`config.mk`:
```
export PLATFORM = sky130hd
export DESIGN_NAME = wb_port_arbiter
export DESIGN_NICKNAME = d
export VERILOG_FILES = /design/src/rtl/wb_port_arbiter.sv
export SDC_FILE = /design/constraint.sdc
export NUM_CORES = 1
export LEC_CHECK = 0
export BUFFER_PORTS_ARGS = -buffer_cell sky130_fd_sc_hd__buf_4
export CORE_MARGIN = 4
export CORE_UTILIZATION = 55
export CTS_BUF_LIST = sky130_fd_sc_hd__clkbuf_16
export DETAILED_ROUTE_END_ITERATION = 8
export GPL_TIMING_DRIVEN = 0
export PLACE_DENSITY_LB_ADDON = 0.05
export SETUP_SLACK_MARGIN = 0.02
export SLEW_MARGIN = 25
export SYNTH_ARGS = -nofsm -noshare
export SYNTH_HDL_FRONTEND = slang
export SYNTH_SLANG_ARGS = --single-unit
```
`constraint.sdc`:
```
create_clock -name clk -period 4.45 [get_ports clk]
set_clock_uncertainty 0.15 [all_clocks]
set_input_delay 0.2225 -clock clk [delete_from_list [all_inputs] [get_ports clk]]
set_output_delay 0.2225 -clock clk [all_outputs]
set_load 0.01 [all_outputs]
```
`src/rtl/wb_port_arbiter.sv`:
```
// Register-file write-port arbiter: pipeline writeback wins, queued MDU
// results drain into free slots, stale queued writes are squashed.
module wb_port_arbiter #(
  parameter int DEPTH        = 2,
  parameter int STARVE_LIMIT = 4
) (
  input  logic                     clk,
  input  logic                     rst,
  input  logic                     wb_we,
  input  logic [4:0]               wb_rd,
  input  logic [31:0]              wb_data,
  input  logic                     mdu_valid,
  input  logic [4:0]               mdu_rd,
  input  logic [31:0]              mdu_data,
  output logic                     mdu_ready,
  output logic                     rf_we,
  output logic [4:0]               rf_rd,
  output logic [31:0]              rf_wdata,
  output logic                     rf_src,
  output logic                     stall_req,
  output logic [31:0]              busy_mask,
  output logic [$clog2(DEPTH):0]   q_count
);

  localparam int PW = $clog2(DEPTH);
  localparam int CW = PW + 1;
  localparam int WW = $clog2(STARVE_LIMIT + 1);
  localparam logic [CW-1:0] FULL = CW'(DEPTH);
  localparam logic [WW-1:0] LIM  = WW'(STARVE_LIMIT);

  logic          vld_q  [DEPTH];
  logic          vld_d  [DEPTH];
  logic [4:0]    rd_q   [DEPTH];
  logic [4:0]    rd_d   [DEPTH];
  logic [31:0]   data_q [DEPTH];
  logic [31:0]   data_d [DEPTH];
  logic [PW-1:0] rptr_q, rptr_d;
  logic [PW-1:0] wptr_q, wptr_d;
  logic [CW-1:0] cnt_q, cnt_d;
  logic [WW-1:0] wait_q, wait_d;
  logic          stall_q, stall_d;
  logic [31:0]   busy_q, busy_d;

  logic pw, head_in, head_vld, pop, push;

  always_comb begin
    pw        = wb_we && (wb_rd != 5'd0);
    head_in   = (cnt_q != '0);
    head_vld  = head_in && vld_q[rptr_q];
    mdu_ready = (cnt_q < FULL);
    // A squashed head leaves without a write, even under pipeline traffic.
    pop       = head_in && !(head_vld && pw);
    push      = mdu_valid && mdu_ready && (mdu_rd != 5'd0)
                && !(pw && (mdu_rd == wb_rd));

    rf_we    = 1'b0;
    rf_src   = 1'b0;
    rf_rd    = 5'd0;
    rf_wdata = 32'd0;
    if (pw) begin
      rf_we    = 1'b1;
      rf_rd    = wb_rd;
      rf_wdata = wb_data;
    end else if (head_vld) begin
      rf_we    = 1'b1;
      rf_src   = 1'b1;
      rf_rd    = rd_q[rptr_q];
      rf_wdata = data_q[rptr_q];
    end

    vld_d  = vld_q;
    rd_d   = rd_q;
    data_d = data_q;
    rptr_d = rptr_q;
    wptr_d = wptr_q;
    for (int i = 0; i < DEPTH; i++) begin
      if (pw && (rd_q[i] == wb_rd)) vld_d[i] = 1'b0;
    end
    if (pop) begin
      vld_d[rptr_q] = 1'b0;
      rptr_d        = rptr_q + PW'(1);
    end
    if (push) begin
      vld_d[wptr_q]  = 1'b1;
      rd_d[wptr_q]   = mdu_rd;
      data_d[wptr_q] = mdu_data;
      wptr_d         = wptr_q + PW'(1);
    end
    cnt_d = cnt_q + CW'(push) - CW'(pop);

    busy_d = '0;
    for (int i = 0; i < DEPTH; i++) begin
      busy_d[rd_d[i]] = busy_d[rd_d[i]] | vld_d[i];
    end

    wait_d = '0;
    if (head_vld && pw && (rd_q[rptr_q] != wb_rd)) begin
      wait_d = (wait_q == LIM) ? LIM : wait_q + WW'(1);
    end
    stall_d = (wait_d == LIM);
  end

  always_ff @(posedge clk or posedge rst) begin
    if (rst) begin
      for (int i = 0; i < DEPTH; i++) begin
        vld_q[i]  <= 1'b0;
        rd_q[i]   <= 5'd0;
        data_q[i] <= 32'd0;
      end
      rptr_q  <= '0;
      wptr_q  <= '0;
      cnt_q   <= '0;
      wait_q  <= '0;
      stall_q <= 1'b0;
      busy_q  <= '0;
    end else begin
      vld_q   <= vld_d;
      rd_q    <= rd_d;
      data_q  <= data_d;
      rptr_q  <= rptr_d;
      wptr_q  <= wptr_d;
      cnt_q   <= cnt_d;
      wait_q  <= wait_d;
      stall_q <= stall_d;
      busy_q  <= busy_d;
    end
  end

  assign stall_req = stall_q;
  assign busy_mask = busy_q;
  assign q_count   = cnt_q;

endmodule

```
* Word-level counts from Yosys, hierarchy flattened
Memories as Yosys holds them, arrays and structs flattened.
Cells that the tools add are included.
** Word-level totals
- Memories :: 1
- Bits of input ports :: 78
- Register bits after elaboration :: 116
- Word-level logic and storage cells :: 102
- Output and inout bits :: 75
- Memory bits (read-only) :: 32
** Memories
- (no name shown) :: words 32, bits a word 1, rd ports 1, clocked after Yosys merged registers in 0, wr ports 0, RTL line 93 : busy_d[rd_d[i]] = busy_d[rd_d[i]] | vld_d[i];
** Operators by class
- $lt $le $gt $ge :: 9
- Equal/unequal tests :: 6
- Bitwise operators :: 8
- Add/subtract/negate cells :: 5
- Reductions and logical operators :: 20
- Multiplexer cells :: 41
** Operators by type and width (number)
- $mux 32 :: 6
- $bwmux 64 :: 1
- $and 32x32->32 :: 1
- $bwmux 32 :: 1
- $demux 32 s1 :: 1
- $mux 5 :: 6
- $eq 5x5->1 :: 3
- $logic_and 1x1->1 :: 15
- $mux 1 :: 14
- $lt 5x6->1 const B :: 2
- $bwmux 10 :: 1
- $demux 1 s5 :: 2
- $ge 5x1->1 const B :: 2
- $mux 10 :: 1
- $reduce_bool 5->1 :: 2
- $eq 3x3->1 const B :: 2
- $mux 3 :: 2
- $bmux 1 s5 :: 1
- $demux 5 s1 :: 1
- $ne 5x5->1 :: 1
- $ge 2x2->1 const B :: 2
- $lt 2x1->1 const B :: 2
- $mux 2 :: 2
- $not 1->2 :: 2
- other kinds (12) :: 16

* Longest topological paths before layout
Gate-level depths: netlist (run 1).
- Depth after elaboration :: 17
- Gate-level depth with buffers :: 11
- Gate-level depth less buffers :: 8

* Least setup slack after synthesis (run 1)
OpenSTA, ideal clock, no wires.
- Kind :: input port to flip-flop
- From :: in wb_rd[3]
- To :: reg busy_q[12] (netlist: busy_mask[12])
- Required time :: 4.176 ns
- Data arrival time :: 2.266 ns
- Path slack :: 1.909 ns
- Stages :: 9
- Buffers on the path :: 2
- Setup time :: 0.124 ns
- Cell sequence :: buf_2 > xnor2_1 > o2111ai_4 > o21ai_2 > mux2i_2 > mux2_2 > nor3_4 > buf_6 > o31ai_1
** Between the ends
- Cells in the longest elaborated chain, start to end :: 15
- Elaborated cells between the ends (all ways) :: 38
- Those cells by class :: 4 x order compare; 3 x eq/ne; 13 x mux; 5 x bitwise; 12 x reduce/logical; 1 x memory
** RTL lines
- from (decl) :: RTL line 10 : input logic [4:0] wb_rd,
- $reduce_bool 5->1 :: RTL line 47 : pw = wb_we && (wb_rd != 5'd0);
- $logic_and 1x1->1 :: RTL line 47
- $logic_and 1x1->1 :: RTL line 54 : && !(pw && (mdu_rd == wb_rd));
- $logic_not 1->1 :: RTL line 54
- $logic_and 1x1->1 :: RTL line 54
- $mux 10 :: RTL line 83 : if (push) begin
- $lt 5x6->1 (not written as such) / $ge 5x1->1 (equally long branches) :: RTL line 93
- $logic_and 1x1->1 (not written as such) :: RTL line 93
- $mux 1 (not written as such) :: RTL line 93
- $demux 1 s5 :: RTL line 93
- $and 32x32->32 (no line)
- $bmux 1 s5 :: RTL line 93
- $mux 1 (not written as such) :: RTL line 93
- $or 1x1->1 :: RTL line 93
- $bwmux 32 * :: RTL line 93
- via busy_d[12] :: RTL line 42 : logic [31:0] busy_q, busy_d;
- to (signal assigned) :: RTL line 125 : busy_q <= busy_d;
- to (decl) :: RTL line 42
Mark *: on every way through the listed nets, which the timed path passes. The rest lies on a longest branch. The select of a mux whose other input is x is not followed.
A chain may end at the register's enable or synchronous reset.

* Final worst setup path (run 1)
- From :: reg cnt_q[1] (netlist: q_count[1])
- To :: out rf_rd[3]
** Between the ends
- Cells in the longest elaborated chain, start to end :: 4
** RTL lines
- from (decl) :: RTL line 39 : logic [CW-1:0] cnt_q, cnt_d;
- from (signal assigned) :: RTL line 122 : cnt_q <= cnt_d;
- $reduce_bool 2->1 :: RTL line 48 : head_in = (cnt_q != '0);
- $logic_and 1x1->1 :: RTL line 49 : head_vld = head_in && vld_q[rptr_q];
- $mux 5 :: RTL line 64 : end else if (head_vld) begin
- $mux 5 :: RTL line 60 : if (pw) begin
- to (decl) :: RTL line 17 : output logic [4:0] rf_rd,
No other way between the ends.

==> impl_metrics.tcl, run 1 <==
set metrics [dict create \
    path_clk_slew_ns 0.06 \
    numCtsBuffers 17 \
    gp_congestion 0.8740 \
    dieArea_sq_um 13980 \
    dp.cells 1012 \
    die_w_microns 118.2 \
    cp_slowest_cell "o21ai_0" \
    ioPinCount 153 \
    holdPathStages 4 \
    stdcell_area_sq_um 8902 \
    power_density_nw_per_um2 660.0 \
    antenna_cells 0 \
    cts_setup_buffers 0 \
    first_pass_iters 5 \
    rsz0062_at_grt "no" \
    start_kind "register" \
    synth_enable_flop_cells 0 \
    cts_hold_buf 35 \
    globalRouteOverflowTotal 0 \
    drv_slew 0 \
    antenna_found_initial 0 \
    drive_gt1_share_pct 27.35 \
    r2r_setup_slack_ns 1.42 \
    path_depth 5 \
    postCtsResizedCells 0 \
    crit_type "reg2out" \
    drcViolationCount 0 \
    dp_hpwl_mm 14.11 \
    synth_seq_area_share_pct 43.44 \
    hold_slack_ns 0.1232 \
    yosysTopAreaCellShare_pct 43.44 \
    syn_to_final_growth_pct 33.21 \
    p_leak_nw 4.339 \
    yosysTopAreaCell "dfrtp_1" \
    synthCells 722 \
    cp_cell_sequence "o21ai_0 > clkbuf_1 > buf_1 > o31ai_1 > buf_4" \
    arrival_ns 2.96 \
    relSlewSlack_pct 35.27 \
    seq_power_share_pct 29.8 \
    worstMarginPinSlew_ns 0.9608 \
    start_util_pct 57.30 \
    reg2reg_depth 7 \
    finalSetupViolCount 0 \
    syn_avg_cell_area_sq_um 9.256 \
    place_ws_ns 1.062 \
    vias 6248 \
    synth_cell_type_count 57 \
    placed_area_sq_um 7990 \
    cts.path.max_buffers 2 \
    n_fill_cell 826 \
    fin_cells 1079 \
    fp.dieH_microns 118.2 \
    path_max_fanout 10 \
    swShare_pct 41.69 \
    cts_tree "done" \
    yosys_warnings 0 \
    ys_ff_latch 116 \
    antenna_left 0 \
    internal_power_mw 3.426 \
    rr_startpoint "q_count[1]" \
    cp-end-kind "output port" \
    holdPathEnd "rd_q[9]" \
    wl_mm 20.33 \
    drv_cap 0 \
    rows 39 \
    grt_pass1_wl_mm 32.97 \
    synth.area.top_cells "dfrtp_1, nand2_1, mux2i_1, mux2_2, o31ai_1" \
    clk_latency_ns 0.42 \
    fin_nets 1005 \
    cts-root-buf "clkbuf_16" \
    grtUsageTotal_pct 29.42 \
    tns_ns 0 \
    fin_crit_ns 3.332 \
    hp-class "in2reg" \
    htreeDepth 4 \
    r2r_end "data_q[47]" \
    crit_buf_inv 3 \
    status "completed" \
    worstPathRequired_ns 4.08 \
    first_global_vias 6671 \
    peakVddDrop_v 0.0003805 \
    wl_per_cell_microns 18.84 \
    p_sw_mw 2.450 \
    combPwrFrac_pct 48.4 \
    clockPowerShare_pct 21.8 \
    finalCritPeriodShare_pct 74.89 \
    clock_sinks 116 \
    hold_viol 0 \
    setup_slack_ns 1.118 \
    drt-initial-drc-count 475 \
    syn-cell-area_sq_um 6683 \
    grt_max_degree 78 \
    async_flop_share_pct 100.0 \
    ys.flop_type "dfrtp_1" \
    port_buffers 146 \
    coreArea_sq_um 11660 \
    hold_start "mdu_rd[4]" \
    via_per_inst 5.791 \
    synth_fp_nets 804 \
    cpPeakStageDelay_ns 0.79 \
    critical_path.top_delay_family "buffers and inverters" \
    fmax_mhz 300.1 \
]
==> area by class of cell <==
class	instances	area (sq um)	area share (%)
Inverter	10	42.54	0.4779
Buffer	55	246.5	2.769
Clock inverter	15	131.4	1.476
Clock buffer	17	425.4	4.779
Tap cell	143	178.9	2.010
Multi-Input combinational cell	541	3501	39.33
Sequential cell	116	2903	32.61
Timing Repair Buffer	182	1474	16.56
==> cells by family (layout without fill, tap and decap cells) <==
kind of cell	count (synthesis)	in the layout	share of synthesized area [%]
adders and majority gates	4	4	0.7490
xor gates and xnor gates	26	26	3.407
buffers and inverters	65	279	4.250
AOI/OAI and AO/OA	104	104	11.63
muxes	108	108	17.24
DFF	116	116	43.44
and+or+nand+nor	299	299	19.28
==> power by group through the flow <==
| stage | clock [mW] | sequential (mW) | combinational, mW |
|---|---|---|---|
| finish | 1.28 | 1.75 | 2.85 |
| global route | 1.34 | 1.79 | 3.10 |
| CTS | 1.29 | 1.74 | 2.81 |
| detailed placement | 0 | 1.75 | 2.76 |
| global placement | 0 | 1.72 | 2.68 |
| floorplan | 0 | 1.71 | 1.87 |
==> layer usage <==
layer,share of wire (%),wire length (microns),track usage (%),vias to the layer above
li1,-,-,-,2891
met1,39,8000,33.91,3037
met2,52,10500,52.55,268
met3,6.6,1339,6.447,52
met4,2.4,483,12.82,0
met5,0,0,0,-
==> worst max-delay path by stage <==
stage / from / endpoint / slack, ns
2_1_floorplan: rst / busy_mask[0] / 1.01
3_3_place_gp: rst / busy_mask[9] / -0.15
3_5_place_dp: mdu_rd[2] / data_q[33] / 1.06
4_1_cts: q_count[1] / rf_rd[3] / 1.21
5_1_grt: q_count[1] / rf_rd[0] / 0.96
6_report: q_count[1] / rf_rd[3] / 1.12
==> per-stage QoR <==
step	util [%]	total power, mW
floorplan	-	3.582
global placement	68.23	4.403
detailed placement	68.51	4.513
CTS	76.29	5.845
global route	76.33	6.234
finish	76.33	5.875
==> flip-flops by register name (all words and copies together) (netlist names) <==
register   count
busy_mask     32
data_q        64
q_count        2
rd_q          10
rptr_q         1
stall_req      1
vld_q          2
wait_q         3
wptr_q         1
==> cells in the final DEF (no fill, tap or decap), drive strengths merged, types with 2 or more instances in the layout <==
| cell type | instances |
|---|---|
| xor2 | 10 |
| mux2i | 60 |
| nor2b | 11 |
| dlygate4sd3 | 35 |
| mux2 | 48 |
| and2 | 2 |
| nand3b | 2 |
| clkinv | 3 |
| or3 | 2 |
| inv | 14 |
| nand2b | 3 |
| a21oi | 8 |
| nand2 | 215 |
| o31ai | 54 |
| a41o | 2 |
| and3 | 2 |
| clkinvlp | 7 |
| xnor2 | 16 |
| a211oi | 3 |
| dfrtp | 116 |
| nor3b | 3 |
| nor2 | 13 |
| nand3 | 28 |
| o21a | 2 |
| nor3 | 9 |
| buf | 169 |
| o311ai | 2 |
| ha | 4 |
| o31a | 2 |
| clkbuf | 50 |
| nand4 | 2 |
| o22ai | 2 |
| and3b | 3 |
| o211a | 2 |
| o21ai | 13 |
| a31oi | 4 |
==> synthesized netlist by cell type, types with 2 or more instances <==
library cell / instances
buf_2: 14
xnor2_1: 16
a31oi_1: 4
nand3_1: 28
buf_1: 3
o21ai_1: 3
nand2b_1: 3
inv_1: 10
o21a_1: 2
a41o_1: 2
nand4_1: 2
o311ai_0: 2
o31ai_1: 54
mux2_4: 2
o31a_1: 2
mux2i_1: 59
nor2_1: 13
nand2_1: 215
o211a_1: 2
nor3_1: 8
nor3b_1: 3
ha_1: 4
and2_1: 2
a21oi_1: 8
buf_4: 4
and3_1: 2
dfrtp_1: 116
mux2_2: 46
and3b_1: 3
o21ai_0: 8
o21ai_2: 2
xor2_1: 10
nand3b_1: 2
a211oi_1: 3
clkbuf_1: 33
nor2b_1: 11
==> worst min-delay path: cells and delay by family <==
family,cells,cell delay [ns]
and+or+nand+nor,2,0.13
buffers and inverters,2,0.30
Note: power is estimated with default switching activity, not from simulation.
==> run 2: changes to the inputs <==
Settings changed: CORE_UTILIZATION 55 to 49.
Clock period 4.45 ns to 2.7 ns, I/O delays scaled along.
==> impl_metrics.tcl, run 2 (synthesis gave the netlist of run 1 again) <==
set metrics [dict create \
    finalCritPeriodShare_pct 98.95 \
    syn_to_final_growth_pct 36.81 \
    arrival_ns 2.81 \
    cts_tree "done" \
    start_util_pct 50.26 \
    hp-class "in2reg" \
    globalRouteOverflowTotal 0 \
    drcViolationCount 0 \
    ioPinCount 153 \
    drive_gt1_share_pct 30.39 \
    status "completed" \
    first_global_vias 6449 \
    path_max_fanout 10 \
    clk_latency_ns 0.41 \
    setup_slack_ns 0.02841 \
    antenna_left 0 \
    port_buffers 146 \
    hold_viol 0 \
    die_w_microns 124.8 \
    antenna_found_initial 0 \
    final_cell_mix "nand2_1, buf_4, dfrtp_1" \
    cts-root-buf "clkbuf_16" \
    grt_pass1_wl_mm 31.98 \
    fmax_mhz 374.3 \
    p_total_mw 10.01 \
    worstPathRequired_ns 2.84 \
    peakVddDrop_v 0.0005342 \
    coreArea_sq_um 13300 \
    crit_buf_inv 2 \
    rows 42 \
    fp.dieH_microns 124.8 \
    via_per_inst 5.560 \
    finalSetupViolCount 0 \
    fin_nets 1011 \
    wl_mm 19.72 \
    largest_register_ffs 64 \
    relSlewSlack_pct 55.06 \
    grt_max_degree 35 \
    cp_cell_sequence "nand2b_2 > a211o_1 > a211oi_1 > a41o_1 > clkbuf_4 > mux2_2 > o22ai_4 > buf_6 > o31ai_1" \
    dp_hpwl_mm 14.20 \
    top_register "data_q" \
    htreeDepth 4 \
    first_pass_iters 5 \
    antenna_cells 0 \
    power_density_nw_per_um2 1095 \
    gp_congestion 0.9272 \
    p_leak_nw 4.492 \
    drv_slew 0 \
    cp-end-kind "register" \
    rsz0062_at_grt "yes" \
    worstMarginPinSlew_ns 0.6704 \
    final_common_cell "nand2_1" \
    critical_path.top_delay_family "compound AO/OA/AOI/OAI gates" \
    dieArea_sq_um 15570 \
    cts.path.max_buffers 2 \
    cp_slowest_cell "dfrtp_1" \
    path_clk_slew_ns 0.06 \
    crit_type "reg2reg" \
    numCtsBuffers 17 \
    wl_per_cell_microns 17.66 \
    start_kind "register" \
    place_ws_ns -0.5428 \
    cpPeakStageDelay_ns 0.46 \
    vias 6211 \
    drt-initial-drc-count 368 \
    grtUsageTotal_pct 25.36 \
    fin_crit_ns 2.672 \
    clock_sinks 116 \
    drv_cap 0 \
]
-- run 2: power by group --
| group | leakage [nW] | switching (mW) | internal, mW |
|---|---|---|---|
| registers | 1.47 | 0.455 | 2.44 |
| clock network | 0.303 | 0.772 | 1.52 |
| logic | 2.72 | 2.76 | 2.08 |
| total | 4.49 | 3.98 | 6.03 |
-- run 2: worst reg2reg max path, stage by stage (launching register included) --
cell	delay (ns)
dfrtp_1	0.46
nand2b_2	0.28
a211o_1	0.32
a211oi_1	0.22
a41o_1	0.13
clkbuf_4	0.22
mux2_2	0.20
o22ai_4	0.10
buf_6	0.17
o31ai_1	0.31
-- run 2: what timing repair did --
| item | 4_1_cts | 5_1_grt |
|---|---|---|
| hold endpoints to repair | 92 | 0 |
| setup endpoints to repair | 98 | 106 |
| hold buffers | 35 | 0 |
| resized for setup | 17 | 30 |
| cloned | 0 | 0 |
| buffers inserted | 1 | 3 |
| pin swaps | 1 | 3 |
-- run 2: worst paths after layout --
path	from	end	slack [ns]	cells after the start
max	q_count[1]	busy_mask[4]	0.03	9
min	mdu_rd[3]	rd_q[8]	0.04	4
max reg2reg	q_count[1]	busy_mask[4]	0.03	9
min reg2reg	data_q[41]	data_q[41]	0.32	2
max in group asynchronous	rst	busy_mask[0]	1.59	4
min in group asynchronous	rst	data_q[18]	0.24	3
-- run 2: area by class of cell --
| cell class | count | area (sq um) |
|---|---|---|
| Buffer | 55 | 287.8 |
| Clock buffer | 17 | 425.4 |
| Clock inverter | 14 | 171.4 |
| Fill cell | 1066 | 4153 |
| Inverter | 10 | 41.29 |
| Multi-Input combinational cell | 541 | 3557 |
| Sequential cell | 116 | 2903 |
| Tap cell | 176 | 220.2 |
| Timing Repair Buffer | 188 | 1536 |
-- run 2: routing by layer --
layer	share of wire (%)	global-route usage, %
met5	0	0
met1	41	30.45
met3	5.7	5.746
met4	2.4	10.38
met2	51	43.89
-- run 2: stage by stage --
step                util [%]  area, sq um  hold slack [ns]  setup TNS, ns  std cells
CTS                    68.09         9052          0.02583              0       1114
global placement       60.19         8003           0.1838         -30.62       1044
detailed placement     60.64         8063           0.1189         -33.55       1047
finish                 68.77         9143          0.03836              0       1117
global route           68.77         9143          0.05937        -0.7299       1117
floorplan                  -         6686          0.09044              0        722
==> run 3: changes to the inputs <==
Settings changed: CORE_UTILIZATION 49 to 59, GPL_ROUTABILITY_DRIVEN set to 0.
Clock period 2.7 ns to 3.2 ns, I/O delays scaled along.
==> impl_metrics.tcl, run 3 (synthesis gave the netlist of run 1 again) <==
set metrics [dict create \
    fin_crit_ns 3.078 \
    first_global_vias 6679 \
    htreeDepth 4 \
    vias 6321 \
    grt_max_degree 38 \
    first_pass_iters 6 \
    finalSetupViolCount 0 \
    wl_mm 20.43 \
    fin_util_pct 81.52 \
    start_util_pct 60.85 \
    power_density_nw_per_um2 922.6 \
    antenna_found_initial 0 \
    placed_area_sq_um 8025 \
    numCtsBuffers 17 \
    relSlewSlack_pct 45.54 \
    fin_nets 1007 \
    rows 38 \
    path_max_fanout 10 \
    grt_pass1_wl_mm 32.89 \
    arrival_ns 2.77 \
    worstMarginPinSlew_ns 0.8107 \
    largest_register_ffs 64 \
    cts.path.max_buffers 2 \
    top_register "data_q" \
    antenna_cells 0 \
    dp_hpwl_mm 13.90 \
    peakVddDrop_v 0.0006039 \
    final_common_cell "nand2_1" \
    crit_start "rptr_q" \
    hold_start "mdu_rd[4]" \
    globalRouteOverflowTotal 0 \
    status "completed" \
    drive_gt1_share_pct 27.53 \
    syn_to_final_growth_pct 33.98 \
    final_cell_mix "nand2_1, buf_4, dfrtp_1" \
    clock_sinks 116 \
    crit_type "reg2out" \
    p_total_mw 8.261 \
    worstPathRequired_ns 2.89 \
    finalCritPeriodShare_pct 96.19 \
    fp.dieH_microns 114.4 \
    antenna_left 0 \
    drv_slew 0 \
    cts_tree "done" \
    hp-class "in2reg" \
    n_fill_cell 687 \
    cp-end-kind "output port" \
    path_clk_slew_ns 0.05 \
    fmax_mhz 324.9 \
    hold_slack_ns 0.05471 \
    start_kind "register" \
    wl_per_cell_microns 18.96 \
    clk_latency_ns 0.42 \
    rr_startpoint "rptr_q" \
    coreArea_sq_um 10980 \
    port_buffers 146 \
    hold_viol 0 \
    drcViolationCount 0 \
    die_w_microns 114.4 \
    grtUsageTotal_pct 32.26 \
    ioPinCount 153 \
    drt-initial-drc-count 497 \
    p_leak_nw 4.400 \
    via_per_inst 5.869 \
    drv_cap 0 \
    tns_ns 0 \
    rsz0062_at_grt "no" \
    stdcell_area_sq_um 8954 \
    cts-root-buf "clkbuf_16" \
    dieArea_sq_um 13090 \
]
[run 3: cell count changes in the layout (fill, tap and decap cells not counted), sizes merged]
cell    previous run  this run
bufinv             4         3
clkinv             6         9
buf              174       170
inv               12        10
[run 3: critical path: stages, from the launching register on]
cell      delay, ns
dfrtp_1        0.41
mux2_2         0.37
o21ai_0        0.25
clkbuf_1       0.55
clkbuf_2       0.40
o31ai_1        0.17
buf_4          0.20
[run 3: cell type report]
cell class              instances  area [sq um]  share of cell area (%)
clock inverters                14         145.1                   1.621
repair buffers                184          1514                   16.91
multi-input cells             541          3496                   39.04
inverters                      10         41.29                  0.4612
plain buffers                  55         254.0                   2.837
flip-flops and latches        116          2903                   32.42
well taps                     140         175.2                   1.956
clock buffers                  17         425.4                   4.751
[run 3: report_power, final]
group	switching, mW	total [mW]	internal, mW
combinational	2.31	3.96	1.65
clock	0.670	1.87	1.20
sequential	0.379	2.43	2.05
[run 3: per-layer routing]
metal  part of all wire (%)  track usage [%]  wire (microns)  vias up
met5                      0                0               0        -
met1                     37            35.80            7527     3053
met4                    3.9            16.79             790        0
met3                    7.8            8.245            1594       62
met2                     51            56.69           10510      307
li1                       -                -               -     2899
[run 3: metrics by stage]
step	instances	setup WS, ns
finish	1077	0.1221
global route	1077	0.05075
CTS	1077	0.04975
detailed placement	1011	0.03334
global placement	1008	0.1029
floorplan	722	0.7027
[run 3: final timing paths]
check,slack [ns],cells after the start,endpoint
worst max-delay path,0.12,6,rf_wdata[4]
worst min-delay path,0.05,4,rd_q[9]
worst max register to register,0.24,7,stall_req
worst min register to register,0.33,2,data_q[48]
max in group asynchronous,1.82,5,data_q[54]
min in group asynchronous,0.30,3,rd_q[5]
[run 3: timing repair]
item | in CTS | in global routing
hold endpoints to repair | 95 | 0
hold buffers | 35 | 0
endpoints found under the setup margin | 0 | 28
resized for setup | 0 | 12
setup buffers | 0 | 0
